===== config.mk =====
export PLATFORM = sky130hd
export DESIGN_NAME = icache_fill_sequencer
export DESIGN_NICKNAME = d
export VERILOG_FILES = /design/src/rtl/icache_fill_sequencer.sv
export SDC_FILE = /design/constraint.sdc
export NUM_CORES = 1
export LEC_CHECK = 0
export ABC_AREA = 1
export CORE_AREA = 10 10 166 168
export CTS_BUF_LIST = sky130_fd_sc_hd__clkbuf_8
export DETAILED_ROUTE_END_ITERATION = 10
export DIE_AREA = 0 0 176 178
export PLACE_DENSITY = 0.86
export SYNTH_ARGS = -nofsm -noshare
export SYNTH_HDL_FRONTEND = slang
export SYNTH_SLANG_ARGS = --single-unit

===== constraint.sdc =====
create_clock -name clk -period 3.2 [get_ports clk]
set_clock_uncertainty 0.05 [all_clocks]
set_input_delay 0.32 -clock clk [delete_from_list [all_inputs] [get_ports clk]]
set_output_delay 0.32 -clock clk [all_outputs]
set_load 0.02 [all_outputs]

===== src/rtl/icache_fill_sequencer.sv =====
// icache_fill_sequencer
// Collects even/odd bank line misses from fetch-1 and sends them one at a time
// to the single lower-level memory port. Round-robin picks between the banks.
// Each returned line goes back to the icache fill port as a one-cycle strobe.
// While misses are outstanding the sequencer holds fetch stall. On a resteer
// flush it discards queued work, and an in-flight request still completes on
// the memory port but its response is dropped.
//
// Handshake semantics (memory request channel): mem_req_valid rises together
// with a stable mem_req_addr and stays high, address unchanged, until the
// cycle in which mem_req_ready is sampled high; the transfer happens on that
// clock edge and valid falls in the following cycle. Valid is never withdrawn
// early, not even by flush. mem_rsp_valid is a single-cycle strobe that is only
// consumed while waiting for a response and is ignored in every other state.
module icache_fill_sequencer #(
  parameter int XLEN      = 32,
  parameter int CL_SIZE   = 128,
  parameter int CLC_WIDTH = 28
) (
  input  logic                 clk,
  input  logic                 rst,
  input  logic                 miss_even_valid,
  input  logic [CLC_WIDTH-1:0] miss_even_clc,
  input  logic                 miss_odd_valid,
  input  logic [CLC_WIDTH-1:0] miss_odd_clc,
  input  logic                 flush,
  output logic                 mem_req_valid,
  input  logic                 mem_req_ready,
  output logic [XLEN-1:0]      mem_req_addr,
  input  logic                 mem_rsp_valid,
  input  logic [CL_SIZE-1:0]   mem_rsp_data,
  input  logic                 mem_rsp_err,
  output logic                 fill_valid,
  output logic                 fill_odd,
  output logic [CLC_WIDTH-1:0] fill_clc,
  output logic [CL_SIZE-1:0]   fill_data,
  output logic                 fill_err,
  output logic                 stall,
  output logic [31:0]          perf_miss_cycles,
  output logic [1:0]           dbg_state
);

  typedef enum logic [1:0] {
    S_IDLE = 2'd0,
    S_REQ  = 2'd1,
    S_WAIT = 2'd2,
    S_FILL = 2'd3
  } state_t;

  state_t                state;

  // Per-bank pending miss captured from the requester
  logic                  pend_even;
  logic                  pend_odd;
  logic [CLC_WIDTH-1:0]  pend_clc_even;
  logic [CLC_WIDTH-1:0]  pend_clc_odd;

  // Bank granted most recently; reset to odd so even wins the first tie
  logic                  last_grant_odd;

  // The transaction currently owned by the memory port
  logic                  req_odd;
  logic [CLC_WIDTH-1:0]  req_clc;

  // Set by a flush while a request is in flight; its response is thrown away
  logic                  drop;

  // Registered fill strobe before the same-cycle flush gate
  logic                  fill_q;

  logic [31:0]           perf_cnt;

  logic                  busy;
  logic                  inflight_even;
  logic                  inflight_odd;
  logic                  cap_even;
  logic                  cap_odd;
  logic                  grant_any;
  logic                  grant_odd;

  // Capture qualification, round-robin grant choice and fetch stall
  always_comb begin
    busy          = 1'b0;
    inflight_even = 1'b0;
    inflight_odd  = 1'b0;
    cap_even      = 1'b0;
    cap_odd       = 1'b0;
    grant_any     = 1'b0;
    grant_odd     = 1'b0;
    stall         = 1'b0;

    busy          = (state != S_IDLE);
    // A bank is in flight from its grant until the FSM is back in IDLE
    inflight_even = busy & ~req_odd;
    inflight_odd  = busy &  req_odd;

    // Flush wins over a miss presented in the same cycle
    cap_even = miss_even_valid & ~pend_even & ~inflight_even & ~flush;
    cap_odd  = miss_odd_valid  & ~pend_odd  & ~inflight_odd  & ~flush;

    // Grant looks only at registered pend flags, never at this cycle's capture
    grant_any = (pend_even | pend_odd) & ~flush;
    if (pend_even & pend_odd) begin
      grant_odd = ~last_grant_odd;
    end else begin
      grant_odd = pend_odd;
    end

    stall = pend_even | pend_odd | miss_even_valid | miss_odd_valid |
            (busy & ~drop);
  end

  // Main sequencer: miss capture, grant, memory request and fill registers
  always_ff @(posedge clk or negedge rst) begin
    if (!rst) begin
      state          <= S_IDLE;
      pend_even      <= 1'b0;
      pend_odd       <= 1'b0;
      pend_clc_even  <= '0;
      pend_clc_odd   <= '0;
      last_grant_odd <= 1'b1;
      req_odd        <= 1'b0;
      req_clc        <= '0;
      drop           <= 1'b0;
      mem_req_valid  <= 1'b0;
      fill_q         <= 1'b0;
      fill_odd       <= 1'b0;
      fill_clc       <= '0;
      fill_data      <= '0;
      fill_err       <= 1'b0;
    end else begin
      if (flush) begin
        pend_even <= 1'b0;
        pend_odd  <= 1'b0;
      end else begin
        if (cap_even) begin
          pend_even     <= 1'b1;
          pend_clc_even <= miss_even_clc;
        end
        if (cap_odd) begin
          pend_odd     <= 1'b1;
          pend_clc_odd <= miss_odd_clc;
        end
      end

      unique case (state)
        S_IDLE: begin
          if (grant_any) begin
            state          <= S_REQ;
            mem_req_valid  <= 1'b1;
            req_odd        <= grant_odd;
            last_grant_odd <= grant_odd;
            if (grant_odd) begin
              req_clc  <= pend_clc_odd;
              pend_odd <= 1'b0;
            end else begin
              req_clc   <= pend_clc_even;
              pend_even <= 1'b0;
            end
          end
        end

        S_REQ: begin
          if (flush) begin
            drop <= 1'b1;
          end
          if (mem_req_ready) begin
            mem_req_valid <= 1'b0;
            state         <= S_WAIT;
          end
        end

        S_WAIT: begin
          if (mem_rsp_valid) begin
            if (drop | flush) begin
              // Response consumed but discarded; drop is cleared entering IDLE
              state <= S_IDLE;
              drop  <= 1'b0;
            end else begin
              state     <= S_FILL;
              fill_q    <= 1'b1;
              fill_odd  <= req_odd;
              fill_clc  <= req_clc;
              fill_data <= mem_rsp_data;
              fill_err  <= mem_rsp_err;
            end
          end else if (flush) begin
            drop <= 1'b1;
          end
        end

        S_FILL: begin
          fill_q <= 1'b0;
          state  <= S_IDLE;
        end

        default: begin
          state <= S_IDLE;
        end
      endcase
    end
  end

  // Saturating count of cycles in which fetch is stalled
  always_ff @(posedge clk or negedge rst) begin
    if (!rst) begin
      perf_cnt <= '0;
    end else if (stall && (perf_cnt != 32'hFFFF_FFFF)) begin
      perf_cnt <= perf_cnt + 32'd1;
    end
  end

  // A flush arriving during the fill cycle cancels that fill
  assign fill_valid       = fill_q & ~flush;
  assign mem_req_addr     = {req_clc, 4'b0000};
  assign perf_miss_cycles = perf_cnt;
  assign dbg_state        = state;

endmodule


**Word level (Yosys, flattened, before mapping)**

Cells that the tools add are included.

- Word-level logic and storage cells: 93
- Input port bits: 192
- Bits in registers: 283

- Multiplexer cells: 27
- Bitwise operators: 26
- Reductions and logical operators: 14
- Equal/unequal tests: 9
- Add/subtract/negate cells: 1

Operator list:

| kind | number |
|---|---|
| $add A32 B1 Y32 const B | 1 |
| $ne A32 B32 Y1 const B | 1 |
| $mux W28 | 1 |
| $mux W1 | 18 |
| $and A1 B1 Y1 | 12 |
| $reduce_and A3 Y1 | 4 |
| $not A1 Y1 | 9 |
| $mux W2 | 4 |
| $ne A2 B2 Y1 const B | 4 |
| $pmux W2 S4 | 1 |
| $reduce_and A2 Y1 | 4 |
| $reduce_bool A2 Y1 | 4 |
| $pmux W1 S2 | 3 |
| $or A1 B1 Y1 | 5 |
| $eq A2 B2 Y1 const B | 2 |
| $ne A3 B3 Y1 const B | 1 |
| $eq A2 B1 Y1 const B | 1 |
| $logic_not A2 Y1 | 1 |
| $logic_and A1 B1 Y1 | 1 |

**Depth between registers and ports, before layout**

- Depth after elaboration: 10
- Gate-level depth with buffers: 11
- Depth with buffers taken out: 10

**Worst setup path before layout**

OpenSTA, ideal clock, no wires.

- Kind: reg-to-reg
- From: reg perf_cnt[0], in the netlist perf_miss_cycles[0]
- To: reg perf_cnt[30], in the netlist perf_miss_cycles[30]
- Path buffers: 1
- Library setup time: 0.117 ns
- Cell stages (with the launch flop): 12
- Setup slack: 1.411 ns
- Clock period less this slack: 1.789 ns
- Data required time: 3.033 ns
- Arrival: 1.623 ns
- Path through: dfrtp_1 -> ha_1 -> nand2_2 -> nor2_4 -> nand2_4 -> nor2_8 -> nand2_4 -> nand2_4 -> inv_2 -> buf_6 -> nand2_1 -> nand2_1

- Cells in the longest elaborated chain, start to end: 2

Ends and longest elaborated chain:

| item | line | RTL |
|---|---|---|
| start: declaration | 71 | `logic [31:0] perf_cnt;` |
| start signal: assignment | 209 | `perf_cnt <= perf_cnt + 32'd1;` |
| branches (longest 2 deep; another with $add A32 B1 Y32) | - |  |

Several ways; the timed one is not identified.
A chain may end at the register's enable or synchronous reset.

**Worst setup path after layout**

- From: reg state[1], in the netlist dbg_state[1]
- To: out stall

- Cells in the longest elaborated chain, start to end: 3

Ends and longest elaborated chain:

| item | line | RTL |
|---|---|---|
| start: declaration | 50 | `state_t state;` |
| start signal: assignment | 116 | `state <= S_IDLE;` |
| start signal: assignment | 149 | `state <= S_REQ;` |
| start signal: assignment | 169 | `state <= S_WAIT;` |
| $reduce_bool A2 Y1 | 92 | `busy = (state != S_IDLE);` |
| $and A1 B1 Y1 | 110 | `(busy & ~drop);` |
| $or A1 B1 Y1 | 109 | `stall = pend_even \| pend_odd \| miss_even_valid \| miss_odd_valid \|` |
| end: declaration | 38 | `output logic stall,` |

Every way passes these cells.

==> impl_metrics.tcl <==
set metrics [dict create \
    cts.sinks 283 \
    required_ns 2.83 \
    cts_tree "done" \
    gp_congestion 0.9111 \
    cts_setup_buffers 0 \
    num_io_pins 419 \
    grt_pass1_wl_um 61220 \
    path_clk_slew_ns 0.06 \
    syn2layout_area_growth_pct 45.14 \
    h-tree-depth 2 \
    worst_skew_pair.late_latency_ns 0.54 \
    die_x_um 176 \
    use_met2_pct 44.26 \
    power_w 0.01477 \
    place_inst 1873 \
    grt_max_degree 96 \
    placed_cell_area_sq_um 16700 \
    dieArea_sq_um 31330 \
    synth_warnings 0 \
    tns_ns 0 \
    top_usage_layer "met2" \
    cts_inserted_buffers 49 \
    final_nets 1794 \
    grt_util_met1_pct 28.02 \
    cap_violations 0 \
    cts_resized 0 \
    slowest_delay_ns 0.72 \
    startpoint_type "flop" \
    yosysSeqAreaShare_pct 57.95 \
    avgSynthCellArea_sq_um 10.46 \
    antenna_found_initial 5 \
    cts_buffer_depth 3 \
    overflow 0 \
    relSlewSlack_pct 39.71 \
    ys_seq_elements 283 \
    powerDensity_nw_per_um2 832.4 \
    die_h_um 178 \
    vdd_drop_max_v 0.0005120 \
    routed_via_density 5.105 \
    criticalPathCategory "reg2out" \
    drive_gt1_share_pct 14.66 \
    p_leak_nw 8.554 \
    grt_setup_unrepaired "false" \
    drtAntennaViolNets 0 \
    ys_top_cells_by_area "dfrtp_1 (58%), mux2_4 (8.7%), nand2_1 (8.4%)" \
    slowest_stage "clkdlybuf4s50_1" \
    dr.first_iter.drc_count 683 \
    critical_path_arrival_ns 2.08 \
    core_area_sq_um 24110 \
    cts-root-buf "clkbuf_8" \
    synth_top_area_share_pct 57.74 \
    setup_ws_ns 0.7521 \
    place_ws_ns 0.7014 \
    end_kind "primary output" \
    finalHoldViolCount 0 \
    cp_max_fo 6 \
    rows 57 \
    vias 10030 \
    netlist_area_sq_um 12220 \
    start_util_pct 50.70 \
    drv_slew 0 \
    post-route-min-period_ns 2.448 \
    synth_cell_types 32 \
    track_usage_pct 24.85 \
    yosysTopAreaCell "dfrtp_1" \
    syn_inst 1168 \
    timing.fmax_ghz 0.4085 \
    worst_pin_slew_ns 0.9033 \
    wl_per_cell_um 20.43 \
    fin_crit_sh_pct 76.50 \
    hp-class "in2reg" \
    drcViolationCount 0 \
    hpwl_um 29850 \
    crit_chain "nor2_4, o21ai_1, clkdlybuf4s50_1" \
    setup_viol 0 \
    status "finished, final reports clean" \
    dr.pass1.iters 9 \
    io_buffers 414 \
    drt_wl_total_um 40130 \
    grt_pass1_vias 10520 \
    postLayoutCellArea_sq_um 17740 \
    grt_util_met3_pct 7.082 \
    final_cells 1964 \
]
placed cells by master, fill, tap and decap left out, types with 3 or more instances in the layout:
| cell | Yosys | layout |
|---|---|---|
| conb_1 | 1 | 4 |
| xor2_1 | 9 | 9 |
| o22ai_1 | 28 | 28 |
| nand2_1 | 274 | 274 |
| clkinv_2 | 0 | 6 |
| a21oi_1 | 6 | 6 |
| clkdlybuf4s50_1 | 0 | 413 |
| o21ai_0 | 123 | 123 |
| nor2_2 | 5 | 5 |
| diode_2 | 0 | 3 |
| buf_4 | 9 | 10 |
| inv_1 | 127 | 140 |
| nand4_1 | 7 | 7 |
| nand2_4 | 3 | 3 |
| buf_12 | 0 | 7 |
| mux2_2 | 58 | 58 |
| nand3_1 | 19 | 19 |
| nor2_1 | 81 | 81 |
| mux2_4 | 71 | 71 |
| dfrtp_1 | 282 | 282 |
| clkbuf_8 | 0 | 65 |
| xnor2_1 | 4 | 4 |
synthesized netlist by cell type:
cell type	number
a211oi_1	1
a21oi_1	6
buf_2	19
buf_4	9
buf_6	10
clkbuf_1	15
conb_1	1
dfrtp_1	282
dfstp_2	1
ha_1	1
inv_1	127
inv_2	2
mux2_2	58
mux2_4	71
nand2_1	274
nand2_2	2
nand2_4	3
nand3_1	19
nand3_4	1
nand3b_1	1
nand4_1	7
nor2_1	81
nor2_2	5
nor2_4	2
nor2_8	1
nor3_1	1
o2111ai_1	1
o21ai_0	123
o21ai_1	3
o22ai_1	28
xnor2_1	4
xor2_1	9
worst max-delay path: cells and delay by family (launching register included):
kind	cells	cell delay [ns]
buf+inv	1	0.72
flops	1	0.45
compound gates	1	0.25
simple gates	1	0.10
what timing repair did:
| item | CTS | global route |
|---|---|---|
| setup endpoints to repair | 0 | 0 |
| hold buffers | 1 | 0 |
| hold endpoints to repair | 91 | 0 |
registers in the layout, indices dropped and copies added (netlist names):
register	flops
req_clc	28
fill_clc	28
last_grant_odd	1
drop	1
pend_clc_even	28
dbg_state	2
fill_odd	1
fill_err	1
fill_data	128
fill_q	1
perf_miss_cycles	32
mem_req_valid	1
req_odd	1
pend_even	1
pend_clc_odd	28
pend_odd	1
metrics by stage:
| stage | util, % | hold slack (ns) |
|---|---|---|
| floorplan | - | -0.02559 |
| global placement | 69.28 | 0.3556 |
| detailed placement | 69.28 | 0.3599 |
| CTS | 73.55 | 0.2409 |
| global route | 73.59 | 0.2692 |
| finish | 73.59 | 0.2772 |
metal layers:
| metal | vias to the layer above | share of wire, % |
|---|---|---|
| met4 | 4 | 3.1 |
| met3 | 82 | 7.5 |
| li1 | 4629 | - |
| met1 | 4895 | 37 |
| met5 | - | 0.052 |
| met2 | 416 | 52 |
cell families after synthesis:
family          after synthesis  synth area share, %
buf+inv                     182                6.675
simple gates                397                13.27
compound gates              162                6.972
xor+xnor                     13               0.9316
flops                       283                57.95
other cells                   1              0.03068
mux                         129                14.07
fa+ha+maj                     1               0.1024
area by class of cell:
| cell class | count | area [sq um] |
|---|---|---|
| Antenna cell | 3 | 7.507 |
| Fill cell | 1680 | 6367 |
| Timing Repair Buffer | 432 | 4374 |
| Clock inverter | 22 | 126.4 |
| Inverter | 129 | 484.2 |
| Sequential cell | 283 | 7083 |
| Clock buffer | 65 | 894.6 |
| Multi-Input combinational cell | 706 | 4363 |
| Tap cell | 324 | 405.4 |
where the power goes:
group / total (W) / internal, W / switching (W)
Combinational: 0.00573 / 0.00282 / 0.00291
Clock: 0.00337 / 0.00189 / 0.00147
Sequential: 0.00567 / 0.00485 / 0.000822
path summary, 6_finish.rpt:
kind | from | endpoint | slack (ns) | depth (start not counted)
setup / recovery | dbg_state[1] | stall | 0.75 | 3
hold / removal | miss_odd_clc[23] | pend_clc_odd[23] | 0.28 | 3
setup reg to reg | perf_miss_cycles[0] | perf_miss_cycles[8] | 1.00 | 10
hold reg to reg | last_grant_odd | last_grant_odd | 0.42 | 2
max in group asynchronous | rst | perf_miss_cycles[9] | 1.89 | 3
min in group asynchronous | rst | req_clc[9] | 0.31 | 2
Note: power is estimated with default switching activity, not from simulation.
